===== config.mk =====
export PLATFORM = sky130hd
export DESIGN_NAME = uart_rx_fifo_flat
export DESIGN_NICKNAME = d
export VERILOG_FILES = /design/src/rtl/uart_rx_fifo_if.sv /design/src/rtl/uart_rx_fifo.sv /design/src/flat_wrapper.sv
export SDC_FILE = /design/constraint.sdc
export NUM_CORES = 1
export LEC_CHECK = 0
export CAP_MARGIN = 20
export CORE_ASPECT_RATIO = 1.75
export CORE_UTILIZATION = 60
export DETAILED_ROUTE_END_ITERATION = 6
export GPL_TIMING_DRIVEN = 0
export PLACE_DENSITY = 0.79
export SLEW_MARGIN = 25
export SYNTH_ARGS = -nofsm -noshare
export SYNTH_HDL_FRONTEND = slang
export SYNTH_SLANG_ARGS = --single-unit

===== constraint.sdc =====
create_clock -name clk -period 3 [get_ports clk]
set_input_delay 0.45 -clock clk [delete_from_list [all_inputs] [get_ports clk]]
set_output_delay 0.45 -clock clk [all_outputs]
set_load 0.01 [all_outputs]

===== src/rtl/uart_rx_fifo_if.sv =====
// rtl/uart_rx_fifo_if.sv - received-byte stream handshake between UART RX and its consumer
interface uart_rx_fifo_if;
  logic [7:0] data_out;
  logic       data_out_valid;
  logic       data_out_ready;

  modport master (output data_out, output data_out_valid, input data_out_ready);
  modport slave  (input data_out, input data_out_valid, output data_out_ready);
endinterface


===== src/rtl/uart_rx_fifo.sv =====
// rtl/uart_rx_fifo.sv - 8N1 serial receiver feeding a first-word-fall-through byte FIFO
module uart_rx_fifo #(
  parameter int CLOCK_FREQ = 50_000_000,
  parameter int BAUD_RATE  = 115_200,
  parameter int FIFO_DEPTH = 8
) (
  input  logic                          clk,
  input  logic                          rst,
  input  logic                          serial_in,
  uart_rx_fifo_if.master                rx_if,
  output logic                          framing_error,
  output logic                          overflow,
  output logic [$clog2(FIFO_DEPTH):0]   fifo_count
);
  localparam int SET   = CLOCK_FREQ / BAUD_RATE;
  localparam int CNT_W = $clog2(SET + 1);
  localparam int AW    = $clog2(FIFO_DEPTH);
  localparam int CW    = AW + 1;
  localparam logic [CNT_W-1:0] MID_C = CNT_W'(SET / 2);
  localparam logic [CNT_W-1:0] END_C = CNT_W'(SET - 1);
  localparam logic [CW-1:0]    FULL_C = CW'(FIFO_DEPTH);

  typedef enum logic [2:0] {S_IDLE, S_START, S_DATA, S_STOP, S_BREAK} state_t;

  state_t           state, state_nxt;
  logic             sync1, rx_s;
  logic [CNT_W-1:0] clk_cnt;
  logic [2:0]       bit_idx;
  logic [7:0]       shift;
  logic [7:0]       mem [FIFO_DEPTH];
  logic [AW-1:0]    wr_ptr, rd_ptr;

  logic mid_hit, bit_end;
  logic cnt_inc, bit_sample, push_req, ferr_req;
  logic full, push, pop;

  assign mid_hit = (clk_cnt == MID_C);
  assign bit_end = (clk_cnt == END_C);

  always_ff @(posedge clk) begin
    if (!rst) state <= S_IDLE;
    else      state <= state_nxt;
  end

  always_comb begin
    state_nxt = state;
    case (state)
      S_IDLE:  if (!rx_s)                      state_nxt = S_START;
      S_START: if (mid_hit)                    state_nxt = rx_s ? S_IDLE : S_DATA;
      S_DATA:  if (bit_end && bit_idx == 3'd7) state_nxt = S_STOP;
      S_STOP:  if (bit_end)                    state_nxt = rx_s ? S_IDLE : S_BREAK;
      S_BREAK: if (rx_s)                       state_nxt = S_IDLE;
      default:                                 state_nxt = S_IDLE;
    endcase
  end

  always_comb begin
    cnt_inc    = 1'b0;
    bit_sample = 1'b0;
    push_req   = 1'b0;
    ferr_req   = 1'b0;
    case (state)
      S_START: cnt_inc = !mid_hit;
      S_DATA: begin
        cnt_inc    = !bit_end;
        bit_sample = bit_end;
      end
      S_STOP: begin
        cnt_inc  = !bit_end;
        push_req = bit_end && rx_s;
        ferr_req = bit_end && !rx_s;
      end
      default: ;
    endcase
  end

  // A pop in the same cycle frees the slot, so a push into a full FIFO still lands.
  assign pop  = rx_if.data_out_valid && rx_if.data_out_ready;
  assign full = (fifo_count == FULL_C);
  assign push = push_req && (!full || pop);

  always_ff @(posedge clk) begin
    if (!rst) begin
      sync1         <= 1'b1;
      rx_s          <= 1'b1;
      clk_cnt       <= '0;
      bit_idx       <= '0;
      shift         <= '0;
      wr_ptr        <= '0;
      rd_ptr        <= '0;
      fifo_count    <= '0;
      framing_error <= 1'b0;
      overflow      <= 1'b0;
    end else begin
      sync1         <= serial_in;
      rx_s          <= sync1;
      clk_cnt       <= cnt_inc ? clk_cnt + 1'b1 : '0;
      framing_error <= ferr_req;
      overflow      <= push_req && !push;
      if (state != S_DATA)  bit_idx <= '0;
      else if (bit_sample)  bit_idx <= bit_idx + 1'b1;
      if (bit_sample) shift[bit_idx] <= rx_s;
      if (push) wr_ptr <= wr_ptr + 1'b1;
      if (pop)  rd_ptr <= rd_ptr + 1'b1;
      case ({push, pop})
        2'b10:   fifo_count <= fifo_count + 1'b1;
        2'b01:   fifo_count <= fifo_count - 1'b1;
        default: fifo_count <= fifo_count;
      endcase
    end
  end

  always_ff @(posedge clk) begin
    if (push) mem[wr_ptr] <= shift;
  end

  assign rx_if.data_out       = mem[rd_ptr];
  assign rx_if.data_out_valid = (fifo_count != '0);
endmodule

===== src/flat_wrapper.sv =====
// flat-port wrapper written by rule: the top's interface ports become plain ports
module uart_rx_fifo_flat 
#(
  parameter int CLOCK_FREQ = 50_000_000,
  parameter int BAUD_RATE  = 115_200,
  parameter int FIFO_DEPTH = 8
)
  (clk, rst, serial_in, framing_error, overflow, fifo_count, rx_if_data_out, rx_if_data_out_valid, rx_if_data_out_ready);
  uart_rx_fifo_if rx_if_i ();
  input  logic clk;
  input  logic rst;
  input  logic serial_in;
  output logic framing_error;
  output logic overflow;
  output logic [$clog2(FIFO_DEPTH):0] fifo_count;
  output wire logic [$bits(rx_if_i.data_out)-1:0] rx_if_data_out;
  output wire logic [$bits(rx_if_i.data_out_valid)-1:0] rx_if_data_out_valid;
  input wire logic [$bits(rx_if_i.data_out_ready)-1:0] rx_if_data_out_ready;
  assign rx_if_data_out = rx_if_i.data_out;
  assign rx_if_data_out_valid = rx_if_i.data_out_valid;
  assign rx_if_i.data_out_ready = rx_if_data_out_ready;
  uart_rx_fifo #(.CLOCK_FREQ(CLOCK_FREQ), .BAUD_RATE(BAUD_RATE), .FIFO_DEPTH(FIFO_DEPTH)) u_core (.clk(clk), .rst(rst), .serial_in(serial_in), .rx_if(rx_if_i), .framing_error(framing_error), .overflow(overflow), .fifo_count(fifo_count));
endmodule

==> After elaboration in Yosys (flattened, before gate mapping) <==
Memory sizes are Yosys's and may differ from the RTL's. A register that Yosys moved wholly into a read port is not among the register bits.
Index checks and enable logic that the tools add are counted.
{ "word_totals": {"memories": 1, "ram_bits": 64, "input_bits": 4, "reg_bits": 37, "wordCells": 77} }
{ "op_classes": {"addsub": 6, "eq_ne": 16, "n_lt_le_gt_ge": 2, "bitwise_logic": 1, "muxes": 19, "reduce_logical": 21} }
{ "mem_list": {"columns": ["memory", "depth", "word_bits", "rd", "rd_ports_with_merged_regs", "wr", "line", "rtl"], "rows": [
  ["u_core.mem", 8, 8, 1, 1, 1, "uart_rx_fifo.sv:30", "logic [7:0] mem [FIFO_DEPTH];"]
]} }
{ "op_table": {"columns": ["op", "n"], "rows": [
  ["$mux W3", 8],
  ["$pmux W3 S5", 1],
  ["$add A3 B1 Y3 const B", 3],
  ["$add A9 B1 Y9 const B", 1],
  ["$eq A9 B8 Y1 const B", 1],
  ["$eq A9 B9 Y1 const B", 1],
  ["$bwmux W8", 1],
  ["$ne A2 B1 Y1 const B", 4],
  ["$pmux W4 S2", 1],
  ["$logic_and A1 B1 Y1", 7],
  ["$eq A3 B2 Y1 const B", 2],
  ["$eq A3 B3 Y1 const B", 2],
  ["$logic_not A1 Y1", 5],
  ["$mux W1", 5],
  ["$reduce_and A5 Y1", 1],
  ["$add A4 B1 Y4 const B", 1],
  ["$eq A4 B4 Y1 const B", 1],
  ["$lt A3 B4 Y1 const B", 1],
  ["$reduce_and A2 Y1", 2],
  ["$reduce_bool A4 Y1", 1],
  ["$reduce_or A2 Y1", 2],
  ["$sub A4 B1 Y4 const B", 1],
  ["$demux W1 S3", 1],
  ["$eq A3 B1 Y1 const B", 1],
  ["11 further kinds", 11]
]} }

==> Longest topological paths before layout <==
Gate-level depths: netlist of the first run.
{ "logic_depth": {"word_depth": 6, "ltp_mapped": 12} }

==> Worst setup path before layout of the first run <==
No wires, ideal clock.
{ "synth_path": {"path_kind": "register to register", "from": "register u_core.fifo_count[1]", "to": "register u_core.fifo_count[2]", "setup_slack_ns": 0.461, "stages_incl_launch_ff": 12, "period_less_slack_ns": 2.539, "t_required_ns": 2.930, "arrival_ns": 2.469, "cell_sequence": "dfxtp_1 -> buf_2 -> or4_1 -> nand2_1 -> inv_1 -> ha_1 -> xor2_1 -> ha_1 -> a21oi_1 -> xor2_1 -> or3_1 -> a21oi_1"} }
{ "synth_via": {"elab_chain_len": 6, "word_cells_on_any_way": 12, "classes_between": "add/sub: 2; eq/ne: 3; mux: 1; reduce/logical: 6"} }
{ "synth_rtl": {"columns": ["item", "line", "rtl"], "rows": [
  ["start, declared", "uart_rx_fifo.sv:13", "output logic [$clog2(FIFO_DEPTH):0] fifo_count"],
  ["start signal, assigned", "uart_rx_fifo.sv:106", "2'b10: fifo_count <= fifo_count + 1'b1;"],
  ["start signal, assigned", "uart_rx_fifo.sv:107", "2'b01: fifo_count <= fifo_count - 1'b1;"],
  ["start signal, assigned", "uart_rx_fifo.sv:108", "default: fifo_count <= fifo_count;"],
  ["$reduce_bool A4 Y1 *", "uart_rx_fifo.sv:118", "assign rx_if.data_out_valid = (fifo_count != '0);"],
  ["named net rx_if_data_out_valid", "flat_wrapper.sv:17", "output wire logic [$bits(rx_if_i.data_out_valid)-1:0] rx_if_data_out_valid;"],
  ["$logic_and A1 B1 Y1 *", "uart_rx_fifo.sv:78", "assign pop = rx_if.data_out_valid && rx_if.data_out_ready;"],
  ["named net u_core.pop", "uart_rx_fifo.sv:35", "logic full, push, pop;"],
  ["$logic_or A1 B1 Y1", "uart_rx_fifo.sv:80", "assign push = push_req && (!full || pop);"],
  ["$logic_and A1 B1 Y1", "uart_rx_fifo.sv:80", null],
  ["$eq A2 B1 Y1 or $eq A2 B2 Y1 (tied branches)", "uart_rx_fifo.sv:105", "case ({push, pop})"],
  ["$pmux W4 S2 or $reduce_bool A2 Y1 (tied branches)", null, null]
]} }
The timed path passes the listed nets; every way through them passes the cells marked *.
A chain may end at the register's enable or synchronous reset.

==> metrics.md, run 1 <==
| Metric | Value |
|---|---|
| Relative slew slack | approximately 36% |
| Initial Util | 61.7% |
| Required @ worst endpoint | around 2600 ps |
| Pwr/cell area | between 500 and 600 nW/um^2 |
| Hold Buf Count CTS | 0 |
| GP Congestion | approximately 0.78 |
| Root Driver | clkbuf_16 |
| First-pass GRT wire length | 12700 um |
| Syn_area_per_cell | roughly 14 um^2 |
| Most frequent cells after synthesis | 64 x edfxtp_1, 40 x dfxtp_1, 30 x nor2_1 |
| Synthesized flop and latch total | ~100 |
| Filler cell count | ~510 |
| RSZ-0062 raised after global routing | no |
| Number of routed nets with antenna violations | 0 |
| Synth top area share | 43.4% |
| VDD IR max | ~0.46 mV |
| Slew Limit Fails | 0 |
| Async S/R FF share, synth | 0% |
| Most used DFF post-synth | edfxtp_1 |
| Post-Syn Area | 4430 um^2 |
| Ant diodes | 0 |
| GRT Util Overall | a little under a quarter |
| Core Util, Final | a little over two thirds |
| Core area | 7180 um^2 |
| Final wirelength | 7880 um |
| Worst-Margin Slew | about 950 ps |
| H-tree depth | 3 |
| Setup slack, reg-to-reg | between 200 and 300 ps |
| Post-DR wirelength/cell | ~18 um |
| DRT Pass-1 Iters | 4 |
| Setup Skew | between 6 and 7 ps |
| Routed vias | ~2600 |
| Num CTS Buffers | 9 |
| CTS tree | done |
| Initial antenna violation count | 0 |
| Critical Path End | rx_if_data_out[7] |
| Clock Sinks | 104 |
| Die Width | 67.0 um |
| Number of I/O port buffers | 18 |
| Most common cell in the synthesized netlist | edfxtp_1 |
| Share of cells above drive strength 1 | between 10% and 20% |
| Pleak | roughly 1.8 nW |
| Synth top area cells | edfxtp_1 43%, dfxtp_1 18%, mux4_2 8.1%, ha_1 2.5%, nor2_1 2.5% |
| Final Setup Violations | 0 |
| Final nets | about 370 |
| Largest net degree at the start of global routing | 18 |
| Routed vias/inst | slightly below 6 |
| Final total power | between 2 and 3 mW |
| Clk slew on worst S/H paths | approximately 70 ps |
| Row Count | 41 |
| Startpoint types | flop |
| Worst r2r src | u_core.clk_cnt[0]$_SDFF_PN0_ |
| Vias in the first global route | around 2600 |
| Worst skew pair latency | 340 ps |
| Post-Synthesis Cells | 323 |
| Synth cell types | around 50 |
| Worst EP arrival | between 2000 and 2500 ps |
| DR iter-0 viols | about 220 |
| Final critical-path share of the clock period | between 90% and 100% |
| Reg2reg path depth | 10 |
| Class of the worst hold path | reg -> reg |
| Endpoint kind of the worst setup timing path | output port |
| Max Buffers Root-to-Sink | 2 |
| Setup CP Type | reg -> out |
| RR Endpoint | u_core.fifo_count[3]$_SDFFE_PN0P_ |
| # DRC | 0 |
| Cell taking the most area after synthesis | edfxtp_1 |
| # IOs | 19 |
| Status | complete, no violations |
| Die span in y | approximately 120 um |
| Hpwl dp | 5530 um |
| Post-synth EDFFs | 64 |
| Area Growth Syn to Fin | 14.5% |
| Seq. cell area | between 2000 and 3000 um^2 |
| Final Hold Vio Count | 0 |
| Synth Warn # | 0 |
| Syn_nets | between 300 and 400 |
| Fin crit period | about 2900 ps |
| Maxcap violations | 0 |
| Crit Path Max Fanout | 10 |
| DIE AREA | 7750 um^2 |
| Highest clock rate | 348 MHz |
| Gr ovfl total | 0 |
| Register area share after synthesis | between 60% and 70% |
| Multi-input logic area | about 1600 um^2 |
## per-layer routing
metal / share of wire [%] / global-route usage (%)
met1: 39 / 25.6
met2: 55 / 40.1
met3: 2.5 / 4.43
met4: 3.4 / 12.8
met5: 0 / 0
## cell families (layout without fill, tap and decap cells)
kind of cell	after synthesis	after routing	share of synthesized area (%)
compound gates	26	26	3.64
xor+xnor	13	13	2.57
fa+ha+maj	9	9	2.54
buf+inv	26	60	3.36
flops	104	104	61.5
mux	30	30	11.5
simple gates	115	115	14.9
## final cells by class
class,count,share of cell area [%]
plain buffers,19,2.49
clock buffers,10,4.51
clock inverters,6,1.80
inverters,6,0.444
multi-input cells,193,31.3
flip-flops and latches,104,53.6
well taps,86,2.12
repair buffers,19,3.70
## registers in the layout, indices dropped and copies added, names as in the netlist, 3 cells and up, named ones only
name	count
u_core.fifo_count	4
u_core.wr_ptr	3
u_core.shift	8
u_core.state	3
u_core.rd_ptr	3
u_core.clk_cnt	9
u_core.bit_idx	3
u_core.mem	64
## how the worst min path moves through the flow
stage	from	endpoint	slack, ps	depth (start not counted)
after global routing	u_core.sync1$_SDFF_PN1_	u_core.rx_s$_SDFF_PN1_	430	1
after CTS	u_core.sync1$_SDFF_PN1_	u_core.rx_s$_SDFF_PN1_	410	1
after global placement	u_core.sync1$_SDFF_PN1_	u_core.rx_s$_SDFF_PN1_	390	1
final	u_core.sync1$_SDFF_PN1_	u_core.rx_s$_SDFF_PN1_	410	1
after floorplan	u_core.sync1$_SDFF_PN1_	u_core.rx_s$_SDFF_PN1_	390	1
after detailed placement	u_core.sync1$_SDFF_PN1_	u_core.rx_s$_SDFF_PN1_	400	1
## timing repair
item / 4_1_cts / 5_1_grt
setup endpoints to repair: 2 / 9
buffers inserted: 0 / 0
cloned: 0 / 0
hold endpoints to repair: 0 / 0
resized for setup: 1 / 1
## per-stage QoR
stage / area (um^2) / cells / setup TNS [ps] / setup WS [ps] / hold WS [ps]
floorplan: 4430 / 323 / 0 / 461 / 386
global placement: 4720 / 427 / -1460 / -183 / 393
CTS: 5080 / 444 / 0 / 11.2 / 414
global route: 5070 / 443 / 0 / 8.14 / 428
finish: 5070 / 443 / 0 / 122 / 413
detailed placement: 4750 / 428 / 0 / 183 / 397
## cell usage in the layout, fill, tap and decap left out, drive strengths merged, types with 3 or more instances in the layout
master	count
buf	14
xor2	11
nand2b	5
nand3	8
nor3	8
clkdlybuf4s50	18
clkinv	3
inv	7
mux4	16
or4	3
mux2i	6
ha	9
edfxtp	64
and3b	4
dfxtp	40
mux2	8
or3	4
nor2	30
o21ai	6
nand2	17
nor3b	3
a21oi	11
nand4	15
clkbuf	16
## worst max-delay path, cell delays in order (launching register included)
cell	delay (ps)
dfxtp_1	310
buf_2	260
buf_6	240
mux4_2	530
mux2_2	280
clkdlybuf4s50_1	470
## power by group
group	total (mW)	switching (mW)	internal, mW	leakage, nW
combinational	0.0267	0.0159	0.0108	0.683
clock	1.24	0.502	0.735	0.157
sequential	1.50	0.00154	1.50	0.915
Power figures use the tool's default switching activity.
==> inputs of run 2 (changes only) <==
Settings changed: RECOVER_POWER set to 25.
==> results of run 2 <==
Same layout as run 1: the final DEF is identical, and so are final timing and power.
==> inputs of run 3 (changes only) <==
Settings changed: CTS_BUF_LIST set to sky130_fd_sc_hd__clkbuf_16.
==> run 3 against run 2 <==
Net effect: cell count stayed put; cell area stayed put; sequential share of layout area is the same; largest power group unchanged; worst hold slack stayed put; non-clock buffer count stayed put; core utilization stayed put; clock skew barely moved; highest routed layer unchanged; global-route usage stayed put.
==> metrics.md, run 3 (synthesis results as in run 1) <==
| Metric | Value |
|---|---|
| Status | complete, no violations |
| GRT Util Overall | 23.0% (unchanged) |
| Number of I/O port buffers | 18 (unchanged) |
| # Post-CTS Setup Buffers | 0 (unchanged) |
| Root Driver | clkbuf_16 |
| Endpoint kind of the worst setup timing path | output port |
| Fin crit period | 2880 ps (+0.868 ps) |
| Critical Path End | rx_if_data_out[7] |
| GP Congestion | 0.777 (unchanged) |
| Reg2reg path depth | 10 (unchanged) |
| # IOs | 19 (unchanged) |
| RSZ-0062 raised after global routing | no |
| H-tree depth | 3 (unchanged) |
| Setup slack, reg-to-reg | 270 ps (about the same) |
| DR WL met3 | 195 um (-1.0%) |
| Met2 wire len | 4340 um (-0.18%) |
| Final Setup Violations | 0 (unchanged) |
| Core Util, Final | 70.7% (unchanged) |
| DRT Pass-1 Iters | 4 (unchanged) |
| DR iter-0 viols | 213 (-1.8%) |
| DR top layer | met4 |
| RR Endpoint | u_core.fifo_count[3]$_SDFFE_PN0P_ |
| Most common cell after layout, fill and taps aside | edfxtp_1 |
| Area Growth Syn to Fin | 14.5% (unchanged) |
| Initial Util | 61.7% (unchanged) |
| Setup Skew | 6.17 ps (-0.0745 ps) |
| Row Count | 41 (unchanged) |
| Worst EP arrival | 2430 ps (about the same) |
| Share of cells above drive strength 1 | 18.5% (unchanged) |
| Ant diodes | 0 (unchanged) |
| Routed vias/inst | 5.92 (about the same) |
| CTS tree | done |
| Routed vias | 2623 (+0.038%) |
| DIE AREA | 7750 um^2 (unchanged) |
| Final wirelength | 7880 um (about the same) |
| Pleak | 1.76 nW (+0.24%) |
| Filler cell count | 506 (unchanged) |
| Largest net degree at the start of global routing | 18 (unchanged) |
| Class of the worst hold path | reg -> reg |
| Max reg flops | 64 (unchanged) |
| Crit Path Max Fanout | 10 (unchanged) |
| Die Width | 67.0 um (unchanged) |
| Final nets | 365 (unchanged) |
| Number of routed nets with antenna violations | 0 (unchanged) |
| Final Hold Vio Count | 0 (unchanged) |
| # DRC | 0 (unchanged) |
| Relative slew slack | 36.2% (unchanged) |
| Top reg by flops | u_core.mem |
| Startpoint types | flop |
| Hpwl dp | 5530 um (unchanged) |
| Core area | 7180 um^2 (unchanged) |
| Worst skew pair latency | 340 ps (about the same) |
| Clk slew on worst S/H paths | 70 ps (about the same) |
| Pwr/cell area | 545 nW/um^2 (about the same) |
| Num CTS Buffers | 9 (unchanged) |
| First-pass GRT wire length | 12700 um (unchanged) |
| Post-DR wirelength/cell | 17.8 um (about the same) |
| Maxcap violations | 0 (unchanged) |
| Met1 WL | 3070 um (+0.23%) |
| Initial antenna violation count | 0 (unchanged) |
| Max Buffers Root-to-Sink | 2 (unchanged) |
| Commonest cells after routing, fill and taps aside | 64 x edfxtp_1, 40 x dfxtp_1, 30 x nor2_1 |
| Slew Limit Fails | 0 (unchanged) |
| Worst-Margin Slew | 953 ps (+0.000238 ps) |
| Gr ovfl total | 0 (unchanged) |
| Setup TNS | 0 ps (unchanged) |
| Top Registers | u_core.mem (64), u_core.clk_cnt (9), u_core.shift (8) |
| Vias in the first global route | 2628 (unchanged) |
| VDD IR max | 0.458 mV (+0.15%) |
| Required @ worst endpoint | 2550 ps (about the same) |
| Final critical-path share of the clock period | 95.9% (about the same) |
| Clock Sinks | 104 (unchanged) |
| Highest clock rate | 347 MHz (about the same) |
| Die span in y | 116 um (unchanged) |
| Worst r2r src | u_core.clk_cnt[0]$_SDFF_PN0_ |
| Setup CP Type | reg -> out |
run 3: what timing repair did:
| action | 4_1_cts | 5_1_grt |
|---|---|---|
| endpoints found under the setup margin | 2 | 9 |
| resized for setup | 1 | 1 |
| gates cloned | 0 | 0 |
| hold buffers | 0 | 0 |
| pin swaps | 0 | 0 |
run 3: routing by layer:
| layer | up-vias | global-route usage (%) |
|---|---|---|
| met5 | - | 0 |
| met4 | 0 | 12.8 |
| met3 | 22 | 4.43 |
| met2 | 47 | 40.1 |
| met1 | 1274 | 25.6 |
| li1 | 1280 | - |
run 3: worst min-delay path by stage:
stage	from	end	cells past startpoint
finish	u_core.sync1$_SDFF_PN1_	u_core.rx_s$_SDFF_PN1_	1
global placement	u_core.sync1$_SDFF_PN1_	u_core.rx_s$_SDFF_PN1_	1
floorplan	u_core.sync1$_SDFF_PN1_	u_core.rx_s$_SDFF_PN1_	1
detailed placement	u_core.sync1$_SDFF_PN1_	u_core.rx_s$_SDFF_PN1_	1
CTS	u_core.sync1$_SDFF_PN1_	u_core.rx_s$_SDFF_PN1_	1
global route	u_core.sync1$_SDFF_PN1_	u_core.rx_s$_SDFF_PN1_	1
run 3: critical path, cell delays in order, from the launching register on:
cell and delay (ps):
dfxtp_1 310, buf_2 260, buf_6 240, mux4_2 530
mux2_2 280, clkdlybuf4s50_1 470
run 3: power breakdown:
part           switching (mW)  internal, mW  total [mW]
clock                   0.503         0.732        1.24
sequential            0.00154          1.50        1.50
combinational          0.0159        0.0108      0.0267
run 3: metrics by stage:
step	setup WS [ps]	instance area, um^2	hold WS (ps)	power, mW	std cells
final	122	5070	413	2.76	443
after global routing	8.14	5070	428	2.83	443
after detailed placement	183	4750	397	1.56	428
after CTS	11.2	5080	414	2.78	444
after global placement	-183	4720	393	1.56	427
after floorplan	461	4430	386	1.55	323
run 3: area by class of cell:
class	count	area (um^2)	share of cell area, %
Tap cell	86	108	2.12
Clock buffer	9	225	4.44
Inverter	6	22.5	0.444
Multi-Input combinational cell	193	1590	31.3
Clock inverter	7	95.1	1.87
Sequential cell	104	2720	53.6
Buffer	19	126	2.49
Timing Repair Buffer	19	188	3.70
